File: src/rtl/sram_like_pkg.sv
// Shared types and helpers for the sram-like slave adapter.
// Holds the size encodings, the byte-mask helper and the response queue entry layout.
package sram_like_pkg;

    localparam logic [1:0] SIZE_BYTE = 2'd0;
    localparam logic [1:0] SIZE_HALF = 2'd1;
    localparam logic [1:0] SIZE_WORD = 2'd2;

    typedef struct packed {
        logic        wr;
        logic [31:0] rdata;
        logic [4:0]  timer;
        logic        captured;
    } entry_t;

    // Reserved size 3 yields no enables; the access is still answered.
    function automatic logic [3:0] size_to_wen(input logic [1:0] size, input logic [1:0] addr_lo);
        logic [3:0] wen;
        case (size)
            SIZE_BYTE: wen = 4'b0001 << addr_lo;
            SIZE_HALF: wen = addr_lo[1] ? 4'b1100 : 4'b0011;
            SIZE_WORD: wen = 4'b1111;
            default:   wen = 4'b0000;
        endcase
        return wen;
    endfunction

endpackage

File: src/rtl/sram_like_slave_adapter_if.sv
// Bundle of the sram-like request/response signals and the synchronous-SRAM side.
// The slave modport is the adapter's view; master is the CPU + SRAM side.
interface sram_like_slave_adapter_if;

    logic        req;
    logic        wr;
    logic [1:0]  size;
    logic [31:0] addr;
    logic [31:0] wdata;
    logic [31:0] rdata;
    logic        addr_ok;
    logic        data_ok;
    logic        sram_en;
    logic [3:0]  sram_wen;
    logic [31:0] sram_addr;
    logic [31:0] sram_wdata;
    logic [31:0] sram_rdata;

    modport slave (
        input  req, wr, size, addr, wdata, sram_rdata,
        output rdata, addr_ok, data_ok, sram_en, sram_wen, sram_addr, sram_wdata
    );

    modport master (
        output req, wr, size, addr, wdata, sram_rdata,
        input  rdata, addr_ok, data_ok, sram_en, sram_wen, sram_addr, sram_wdata
    );

endinterface

File: src/rtl/sram_like_resp_fifo.sv
// In-order response queue: DEPTH-entry circular buffer with per-entry capture state and timers.
// The head retires (head_ready) once its SRAM data is captured and its timer has reached zero.
module sram_like_resp_fifo
    import sram_like_pkg::*;
#(
    parameter int unsigned DEPTH = 2
) (
    input  logic        clk,
    input  logic        reset,
    input  logic        push,
    input  logic        push_wr,
    input  logic [4:0]  push_timer,
    input  logic [31:0] sram_rdata,
    output logic        full,
    output logic        head_ready,
    output logic [31:0] head_rdata
);

    localparam int unsigned PtrW = (DEPTH > 1) ? $clog2(DEPTH) : 1;
    localparam int unsigned CntW = $clog2(DEPTH + 1);

    entry_t          mem_q [DEPTH];
    entry_t          mem_d [DEPTH];
    entry_t          view  [DEPTH];
    logic [PtrW-1:0] wptr_q, wptr_d, rptr_q, rptr_d, cap_ptr_q, cap_ptr_d;
    logic [CntW-1:0] count_q, count_d;
    logic            cap_pend_q, cap_pend_d;
    logic            pop;

    function automatic logic [PtrW-1:0] next_ptr(input logic [PtrW-1:0] p);
        return (p == PtrW'(DEPTH - 1)) ? '0 : p + 1'b1;
    endfunction

    always_comb begin
        // The entry pushed last cycle sees its SRAM data live this cycle, so it counts as captured.
        for (int i = 0; i < DEPTH; i++) begin
            view[i] = mem_q[i];
            if (cap_pend_q && cap_ptr_q == PtrW'(i)) begin
                view[i].captured = 1'b1;
                view[i].rdata    = mem_q[i].wr ? 32'h0 : sram_rdata;
            end
        end

        full       = (count_q == CntW'(DEPTH));
        head_ready = (count_q != '0) && view[rptr_q].captured && (view[rptr_q].timer == 5'd0);
        head_rdata = view[rptr_q].rdata;
        pop        = head_ready;

        for (int i = 0; i < DEPTH; i++) begin
            mem_d[i] = view[i];
            if (view[i].captured && view[i].timer != 5'd0) begin
                mem_d[i].timer = view[i].timer - 5'd1;
            end
        end

        wptr_d     = wptr_q;
        rptr_d     = pop ? next_ptr(rptr_q) : rptr_q;
        cap_pend_d = push;
        cap_ptr_d  = wptr_q;
        if (push) begin
            mem_d[wptr_q] = '{wr: push_wr, rdata: 32'h0, timer: push_timer, captured: 1'b0};
            wptr_d        = next_ptr(wptr_q);
        end

        case ({push, pop})
            2'b10:   count_d = count_q + 1'b1;
            2'b01:   count_d = count_q - 1'b1;
            default: count_d = count_q;
        endcase
    end

    always_ff @(posedge clk) begin
        if (reset) begin
            mem_q      <= '{default: '0};
            wptr_q     <= '0;
            rptr_q     <= '0;
            cap_ptr_q  <= '0;
            count_q    <= '0;
            cap_pend_q <= 1'b0;
        end else begin
            mem_q      <= mem_d;
            wptr_q     <= wptr_d;
            rptr_q     <= rptr_d;
            cap_ptr_q  <= cap_ptr_d;
            count_q    <= count_d;
            cap_pend_q <= cap_pend_d;
        end
    end

endmodule

File: src/rtl/sram_like_slave_adapter.sv
// Sram-like slave to synchronous-SRAM adapter: one SRAM access per request, in-order data_ok.
// Optional SRAM_LIKE_RAND_DELAY_EN adds LFSR-driven response jitter and accept throttling.
module sram_like_slave_adapter
    import sram_like_pkg::*;
#(
    parameter int unsigned DEPTH   = 2,
    parameter int unsigned LATENCY = 1
) (
    input  logic                        clk,
    input  logic                        reset,
    sram_like_slave_adapter_if.slave    bus
);

    logic        full;
    logic        accept;
    logic        head_ready;
    logic [31:0] head_rdata;
    logic [4:0]  push_timer;
    logic        lfsr_block;

`ifdef SRAM_LIKE_RAND_DELAY_EN
    logic [7:0] lfsr_q;

    // Fibonacci LFSR, taps 8,6,5,4.
    always_ff @(posedge clk) begin
        if (reset) begin
            lfsr_q <= 8'h5A;
        end else begin
            lfsr_q <= {lfsr_q[6:0], lfsr_q[7] ^ lfsr_q[5] ^ lfsr_q[4] ^ lfsr_q[3]};
        end
    end

    assign push_timer = 5'(LATENCY) + {3'b000, lfsr_q[1:0]};
    assign lfsr_block = lfsr_q[2];
`else
    assign push_timer = 5'(LATENCY);
    assign lfsr_block = 1'b0;
`endif

    // addr_ok depends only on registered state, so a retiring head never frees a slot same-cycle.
    assign bus.addr_ok    = ~full & ~reset & ~lfsr_block;
    assign accept         = bus.req & bus.addr_ok;
    assign bus.sram_en    = accept;
    assign bus.sram_wen   = (accept && bus.wr) ? size_to_wen(bus.size, bus.addr[1:0]) : 4'b0000;
    assign bus.sram_addr  = {bus.addr[31:2], 2'b00};
    assign bus.sram_wdata = bus.wdata;
    assign bus.data_ok    = head_ready & ~reset;
    assign bus.rdata      = bus.data_ok ? head_rdata : 32'h0;

    sram_like_resp_fifo #(
        .DEPTH (DEPTH)
    ) u_resp_fifo (
        .clk        (clk),
        .reset      (reset),
        .push       (accept),
        .push_wr    (bus.wr),
        .push_timer (push_timer),
        .sram_rdata (bus.sram_rdata),
        .full       (full),
        .head_ready (head_ready),
        .head_rdata (head_rdata)
    );

endmodule

File: src/flat_wrapper.sv
// flat-port wrapper written by rule: the top's interface ports become plain ports
module sram_like_slave_adapter_flat import sram_like_pkg::*;
#(
    parameter int unsigned DEPTH   = 2,
    parameter int unsigned LATENCY = 1
)
  (clk, reset, bus_req, bus_wr, bus_size, bus_addr, bus_wdata, bus_sram_rdata, bus_rdata, bus_addr_ok, bus_data_ok, bus_sram_en, bus_sram_wen, bus_sram_addr, bus_sram_wdata);
  sram_like_slave_adapter_if bus_i ();
  input  logic clk;
  input  logic reset;
  input wire logic [$bits(bus_i.req)-1:0] bus_req;
  input wire logic [$bits(bus_i.wr)-1:0] bus_wr;
  input wire logic [$bits(bus_i.size)-1:0] bus_size;
  input wire logic [$bits(bus_i.addr)-1:0] bus_addr;
  input wire logic [$bits(bus_i.wdata)-1:0] bus_wdata;
  input wire logic [$bits(bus_i.sram_rdata)-1:0] bus_sram_rdata;
  output wire logic [$bits(bus_i.rdata)-1:0] bus_rdata;
  output wire logic [$bits(bus_i.addr_ok)-1:0] bus_addr_ok;
  output wire logic [$bits(bus_i.data_ok)-1:0] bus_data_ok;
  output wire logic [$bits(bus_i.sram_en)-1:0] bus_sram_en;
  output wire logic [$bits(bus_i.sram_wen)-1:0] bus_sram_wen;
  output wire logic [$bits(bus_i.sram_addr)-1:0] bus_sram_addr;
  output wire logic [$bits(bus_i.sram_wdata)-1:0] bus_sram_wdata;
  assign bus_i.req = bus_req;
  assign bus_i.wr = bus_wr;
  assign bus_i.size = bus_size;
  assign bus_i.addr = bus_addr;
  assign bus_i.wdata = bus_wdata;
  assign bus_i.sram_rdata = bus_sram_rdata;
  assign bus_rdata = bus_i.rdata;
  assign bus_addr_ok = bus_i.addr_ok;
  assign bus_data_ok = bus_i.data_ok;
  assign bus_sram_en = bus_i.sram_en;
  assign bus_sram_wen = bus_i.sram_wen;
  assign bus_sram_addr = bus_i.sram_addr;
  assign bus_sram_wdata = bus_i.sram_wdata;
  sram_like_slave_adapter #(.DEPTH(DEPTH), .LATENCY(LATENCY)) u_core (.clk(clk), .reset(reset), .bus(bus_i));
endmodule
File: config.mk
export PLATFORM = sky130hd
export DESIGN_NAME = sram_like_slave_adapter_flat
export DESIGN_NICKNAME = d
export VERILOG_FILES = /design/src/rtl/sram_like_pkg.sv /design/src/rtl/sram_like_slave_adapter_if.sv /design/src/rtl/sram_like_resp_fifo.sv /design/src/rtl/sram_like_slave_adapter.sv /design/src/flat_wrapper.sv
export SDC_FILE = /design/constraint.sdc
export NUM_CORES = 1
export LEC_CHECK = 0
export BUFFER_PORTS_ARGS = -buffer_cell sky130_fd_sc_hd__buf_2
export CORE_UTILIZATION = 30
export CTS_CLUSTER_DIAMETER = 120
export DETAILED_ROUTE_END_ITERATION = 10
export GPL_ROUTABILITY_DRIVEN = 0
export GPL_TIMING_DRIVEN = 1
export PLACE_DENSITY_LB_ADDON = 0.08
export RECOVER_POWER = 25
export SLEW_MARGIN = 20
export SYNTH_ARGS = -nofsm -noshare
export SYNTH_HDL_FRONTEND = slang
export SYNTH_SLANG_ARGS = --single-unit
File: constraint.sdc
create_clock -name clk -period 2.8 [get_ports clk]
set_input_delay 0.14 -clock clk [delete_from_list [all_inputs] [get_ports clk]]
set_output_delay 0.14 -clock clk [all_outputs]
set_load 0.01 [all_outputs]
# Word-level counts from Yosys, hierarchy flattened
# Index checks and enable logic that the tools add are counted.
[op_classes] addsub=6 multipliers=0 n_div=0 order_cmp=3 eq_ne=5 n_shift=1 mux=22 bitwise=8 n_reduce_logical=14
[ops] operator="$mux W32" n=5
[ops] operator="$mux W38" n=3
[ops] operator="$bwmux W78" n=1
[ops] operator="$mux W77" n=1
[ops] operator="$demux W39 S1" n=1
[ops] operator="$mux W39" n=1
[ops] operator="$pmux W4 S3" n=1
[ops] operator="$mux W5" n=2
[ops] operator="$reduce_bool A5 Y1" n=2
[ops] operator="$sub A5 B1 Y5 const B" n=2
[ops] operator="$logic_and A1 B1 Y1" n=8
[ops] operator="$mux W4" n=2
[ops] operator="$eq A2 B2 Y1 const B" n=3
[ops] operator="$logic_not A5 Y1" n=1
[ops] operator="$eq A2 B1 Y1 const B" n=2
[ops] operator="$ge A2 B2 Y1 const B" n=2
[ops] operator="$mux W1" n=4
[ops] operator="$not A1 Y2" n=2
[ops] operator="$pmux W2 S2" n=1
[ops] operator="$reduce_bool A2 Y1" n=2
[ops] operator="$shl A1 B2 Y4 const A" n=1
[ops] operator="$and A1 B1 Y1" n=3
[ops] operator="$not A1 Y1" n=3
[ops] operator="$add A1 B1 Y1 const B" n=2
[ops] operator="other kinds (4)" n=4
[word_totals] reg_bits=84 latch_bits=0 ram_bits=0 mem_bits_ro=0 in_bits=102 out_inout_bits=103 word_cells=72 mem_count=0

# Depth between registers and ports, before layout
[depth] word_depth=10 mapped_depth=10 mapped_depth_nobuf=8

# Hierarchy
# From an unflattened synthesis, not the netlist that was laid out.
[hier_totals] cells_unflattened=550 area_unflattened_um2=4521.8
[modules_own_cells] mod="sram_like_resp_fifo" n_inst=1 cells_each=433 area_each_um2=3733.6 seq_area_each_um2=1681.6
[modules_own_cells] mod="sram_like_slave_adapter" n_inst=1 cells_each=117 area_each_um2=788.3 seq_area_each_um2=0.0

# Least setup slack after synthesis
# No wires, ideal clock.
[synth_timing] kind="reg-to-reg" startpoint="register u_core.u_resp_fifo.mem_q[1] in the netlist's numbering" endpoint="register u_core.u_resp_fifo.count_q[1]" setup_time_ns=0.071 arrival_ns=2.127 t_required_ns=2.729 slack_ns=0.602 stages_incl_launch_ff=9 n_path_buf=1 synth_period_minus_slack_ns=2.198 path_cell_list="dfxtp_1 -> or3_1 -> nor4b_2 -> a22oi_2 -> buf_2 -> inv_1 -> ha_1 -> or3_1 -> a21oi_1"
[synth_via] elab_chain_len=7 elab_cells_between_ends=9 classes_between="eq/ne: 2; mux: 4; reduce/logical: 3"
[synth_lines] element="start, declared" line="sram_like_resp_fifo.sv:22" source="entry_t mem_q [DEPTH];"
[synth_lines] element="start signal, assigned" line="sram_like_resp_fifo.sv:81" source="mem_q <= mem_d;"
[synth_lines] element="$mux W38 * (3 in series)"
[synth_lines] element="$logic_not A5 Y1 *" line="sram_like_resp_fifo.sv:45" source="head_ready = (count_q != '0) && view[rptr_q].captured && (view[rptr_q].timer == 5'd0);"
[synth_lines] element="$logic_and A1 B1 Y1 *" line="sram_like_resp_fifo.sv:45"
[synth_lines] element="net u_core.head_ready" line="sram_like_slave_adapter.sv:16" source="logic head_ready;"
[synth_lines] element="$eq A2 B1 Y1 / $eq A2 B2 Y1 (equally long branches)" line="sram_like_resp_fifo.sv:65" source="case ({push, pop})"
[synth_lines] element="$pmux W2 S2 / $reduce_bool A2 Y1 (equally long branches)"
[synth_lines] element="end signal, assigned" line="sram_like_resp_fifo.sv:85" source="count_q <= count_d;"
[synth_lines] element="end, declared" line="sram_like_resp_fifo.sv:26" source="logic [CntW-1:0] count_q, count_d;"
# Mark *: on every way through the listed nets, which the timed path passes. The rest lies on a longest branch. The select of a mux whose other input is x is not followed.
# A chain may end at the register's enable or synchronous reset.

# Final worst setup path
[layout_timing] startpoint="register u_core.u_resp_fifo.cap_pend_q" endpoint="output bus_rdata[1]"
[layout_via] elab_chain_len=9 elab_cells_between_ends=13 classes_between="mux: 8; bitwise: 1; reduce/logical: 4"
[layout_lines] element="start, declared" line="sram_like_resp_fifo.sv:27" source="logic cap_pend_q, cap_pend_d;"
[layout_lines] element="start signal, assigned" line="sram_like_resp_fifo.sv:86" source="cap_pend_q <= cap_pend_d;"
[layout_lines] element="$logic_and A1 B1 Y1" line="sram_like_resp_fifo.sv:38" source="if (cap_pend_q && cap_ptr_q == PtrW'(i)) begin"
[layout_lines] element="$mux W1" line="sram_like_resp_fifo.sv:38"
[layout_lines] element="$mux W38 (implied by the code) * (3 in series)" line="sram_like_resp_fifo.sv:46" source="head_rdata = view[rptr_q].rdata;"
[layout_lines] element="$logic_and A1 B1 Y1 (2 in series)" line="sram_like_resp_fifo.sv:45"
[layout_lines] element="$and A1 B1 Y1" line="sram_like_slave_adapter.sv:47" source="assign bus.data_ok = head_ready & ~reset;"
[layout_lines] element="$mux W32 *" line="sram_like_slave_adapter.sv:48" source="assign bus.rdata = bus.data_ok ? head_rdata : 32'h0;"
[layout_lines] element="end, declared" line="flat_wrapper.sv:17" source="output wire logic [$bits(bus_i.rdata)-1:0] bus_rdata;"
# Every way passes the cells marked *; elsewhere a longest branch is shown, timed or not. The select of a mux whose other input is x is not followed.

==> results.yml <==
setup_path:
  setup.worst_path.end: "bus_rdata[1]"
  rr_worst_depth: 7
  path_cells: "nand2b_4 -> a2111oi_4 -> a22oi_2 -> buf_4 -> a2111oi_0 -> buf_2"
  reg2reg_to: "u_core.u_resp_fifo.count_q[1]"
  r2r_start: "u_core.u_resp_fifo.cap_pend_q"
  regToRegSetupSlack_ns: 0.66
  path_class: "reg -> out"
  cp-end-kind: "primary output"
  crit_slowest_cell: "dfxtp_1"
  worstPathRequired_ns: 2.66
  cp.depth: 6
  worstPathArrival_ns: 2.43
  cp-startpoint: "u_core.u_resp_fifo.cap_pend_q"
  cp_max_fo: 21
  startpoint_type: "flip-flop"
  cp_slowest_stage_delay_ns: 0.42
  crit_buf_inv: 2
  cp_top_family: "compound AO/OA/AOI/OAI gates"
layout:
  fin_area_um2: 5220
  drive_above_1_share: 0.263
  final_nets: 644
  fin_util: 0.338
  areaGrowthSynthToFinish_pct: 8.76
  n_antenna_cell: 0
  stdcell_count: 755
power:
  totalPowerFinal_w: 0.00291
  power_frac_comb: 0.163
  peakVddDrop_mv: 0.280
  p_leak_nw: 1.76
  sequentialPowerShare: 0.438
  clkPwrFrac: 0.399
  switching_power_w: 0.000827
  power_density_nw_per_um2: 556
  swShare: 0.285
  power.internal_w: 0.00208
routing:
  drt_pre_antenna_iters: 4
  ant_nets: 0
  drc: 0
  vias: 3780
  drt_iter0_markers: 110
  viasPerCell: 5.01
  routedWlPerCell_um: 16.3
  routed_wl_mm: 12.3
run_status:
  status: "finished, final reports clean"
floorplanning:
  die-area_um2: 16500
  pin_count: 205
  initial_core_util: 0.311
  die_w_um: 129
  rows: 45
  die_h_um: 129
  core-area_um2: 15400
sta:
  rsz0062_at_grt: "false"
  fmaxAchievable_mhz: 389
  slew_viol_final: 0
  fin_skew_ns: 0.00765
  relSlewSlack: 0.291
  final_min_period_over_clock_period: 0.918
  finalCriticalPeriod_ns: 2.57
  worst_pin_slew_ns: 1.06
  setup_viol: 0
  setup_tns_ns: 0
  hold_viol: 0
global_routing:
  grt_max_degree: 47
  grt-ovfl-total: 0
  antenna_found_initial: 0
  grt_pass1_wl_mm: 19.7
  grt_pass1_vias: 3589
  track_usage: 0.157
synth:
  muxShareOfSynthArea: 0.00417
  yosysWarnings: 0
  synth_seq_area_share: 0.350
  synth-compound-area-share: 0.273
  synth-simple-area-share: 0.200
  syn_area_um2: 4800
  synth_edf_count: 0
  ys_ff_latch: 84
  syn_avg_cell_area_um2: 8.79
  synth_top_family_by_area: "compound AO/OA/AOI/OAI gates"
  synth-xor-area-share: 0.0146
  yosysUniqueCellTypes: 35
  synth_async_sr_flop_share: 0
  synth_top_flop_cell: "dfxtp_1"
  synth_cells: 546
  yosys.area_share.adder: 0.00782
placed_design:
  placed_cell_area_um2: 4940
  dp_cells: 739
  dp_hpwl_mm: 8.13
  port_buffers: 78
cts:
  cts_tree: "built"
  cts_num_sinks: 84
  cts_made_buffers: 9
  cts_buffer_depth: 2
  ctsHoldBuffers: 0
  htreeDepth: 3
  clk_pin_slew_ns: 0.06
  clock-root-buffer: "clkbuf_16"
  clock_latency_ns: 0.35
  post-cts-setup-buffer-count: 0
hold_path:
  hold_depth: 3
  min_path_type: "in -> reg"
run:
  drv_cap: 0
[cell type report]
| type | count | area (µm²) |
|---|---|---|
| Tap cell | 211 | 264 |
| Timing Repair Buffer | 93 | 528 |
| Multi-Input combinational cell | 340 | 2420 |
| Sequential cell | 84 | 1690 |
| Clock buffer | 15 | 278 |
| Fill cell | 1676 | 10200 |
| Clock inverter | 1 | 5.00 |
| Inverter | 11 | 41.3 |
[how the worst min path moves through the flow]
stage	startpoint	endpoint	slack [ns]
after global placement	bus_addr[10]	bus_sram_addr[10]	0.28
after global routing	bus_wr	u_core.u_resp_fifo.mem_q[38]	0.07
final	bus_wr	u_core.u_resp_fifo.mem_q[77]	0.07
after floorplan	bus_wr	u_core.u_resp_fifo.mem_q[38]	0.28
after CTS	bus_wr	u_core.u_resp_fifo.mem_q[38]	0.06
after detailed placement	bus_addr[10]	bus_sram_addr[10]	0.28
[registers in the layout, indices dropped and copies added, names as in the netlist]
name and flops:
u_core.u_resp_fifo.cap_pend_q 1, u_core.u_resp_fifo.cap_ptr_q 1, u_core.u_resp_fifo.mem_q 78, u_core.u_resp_fifo.count_q 2
u_core.u_resp_fifo.cap_ptr_d 1, u_core.u_resp_fifo.rptr_q 1
[logic make-up (layout without fill, tap and decap cells)]
family,count (synthesis),after routing
buffers and inverters,123,120
adders and majority gates,3,3
other,1,2
AOI/OAI and AO/OA,151,151
and+or+nand+nor,174,174
xor gates and xnor gates,8,8
DFF,84,84
muxes,2,2
[power groups by stage]
stage | clock network (W) | registers (W) | logic [W]
3_3_place_gp | 0 | 0.00130 | 0.000477
6_report | 0.00116 | 0.00127 | 0.000473
3_5_place_dp | 0 | 0.00130 | 0.000479
5_1_grt | 0.00125 | 0.00128 | 0.000526
4_1_cts | 0.00121 | 0.00127 | 0.000481
2_1_floorplan | 0 | 0.00128 | 0.000446
[cells in the final DEF, fill, tap and decap left out, types with 2 or more instances in the layout]
cell / count
inv_1: 11
clkbuf_1: 3
a211oi_1: 34
xnor2_1: 5
conb_1: 2
o21ai_0: 3
nor2_1: 84
o211ai_1: 2
mux2i_1: 2
nand2_1: 2
nor2b_1: 3
dfxtp_1: 83
ha_1: 3
clkbuf_16: 9
a21oi_1: 74
a2111oi_0: 3
nand2b_2: 2
buf_4: 13
buf_2: 78
a2111oi_4: 11
nor3_1: 5
or3_1: 3
nor3b_1: 64
nand2b_1: 3
a2111oi_2: 18
o41ai_1: 2
clkbuf_8: 3
xor2_1: 3
buf_12: 2
[timing repair]
item,4_1_cts,5_1_grt
endpoints found under the setup margin,0,1
hold endpoints to repair,0,0
resized for setup,0,1
[worst register-to-register path: stages (launching register included)]
cell       delay (ns)
dfxtp_1          0.42
nand2b_4         0.20
a2111oi_4        0.42
a22oi_2          0.16
inv_1            0.11
ha_1             0.26
or3_1            0.37
a21oi_1          0.13
[synth_stat cells (all sizes together) (5+ instances only)]
library cell,n,share of area
a211oi,34,0.053
a2111oi,33,0.13
xnor2,5,0.0091
inv,11,0.0086
clkbuf,27,0.021
buf,85,0.12
nor3b,64,0.10
nor3,5,0.0052
nor2,84,0.066
a21oi,74,0.077
nand2b,6,0.0078
dfxtp,84,0.35
[per-stage QoR]
| stage | hold slack [ns] | setup slack (ns) |
|---|---|---|
| 6_report | 0.0714 | 0.230 |
| 5_1_grt | 0.0745 | 0.0271 |
| 4_1_cts | 0.0605 | 0.139 |
| 3_5_place_dp | 0.280 | 0.544 |
| 3_3_place_gp | 0.280 | 0.604 |
| 2_1_floorplan | 0.284 | 0.602 |
[metal layers]
metal,GRT usage,vias to the layer above,part of all wire
li1,-,1871,-
met1,0.208,1787,0.50
met2,0.241,97,0.44
met3,0.0395,25,0.047
met4,0.0657,0,0.018
met5,0,-,0
Power figures use the tool's default switching activity.
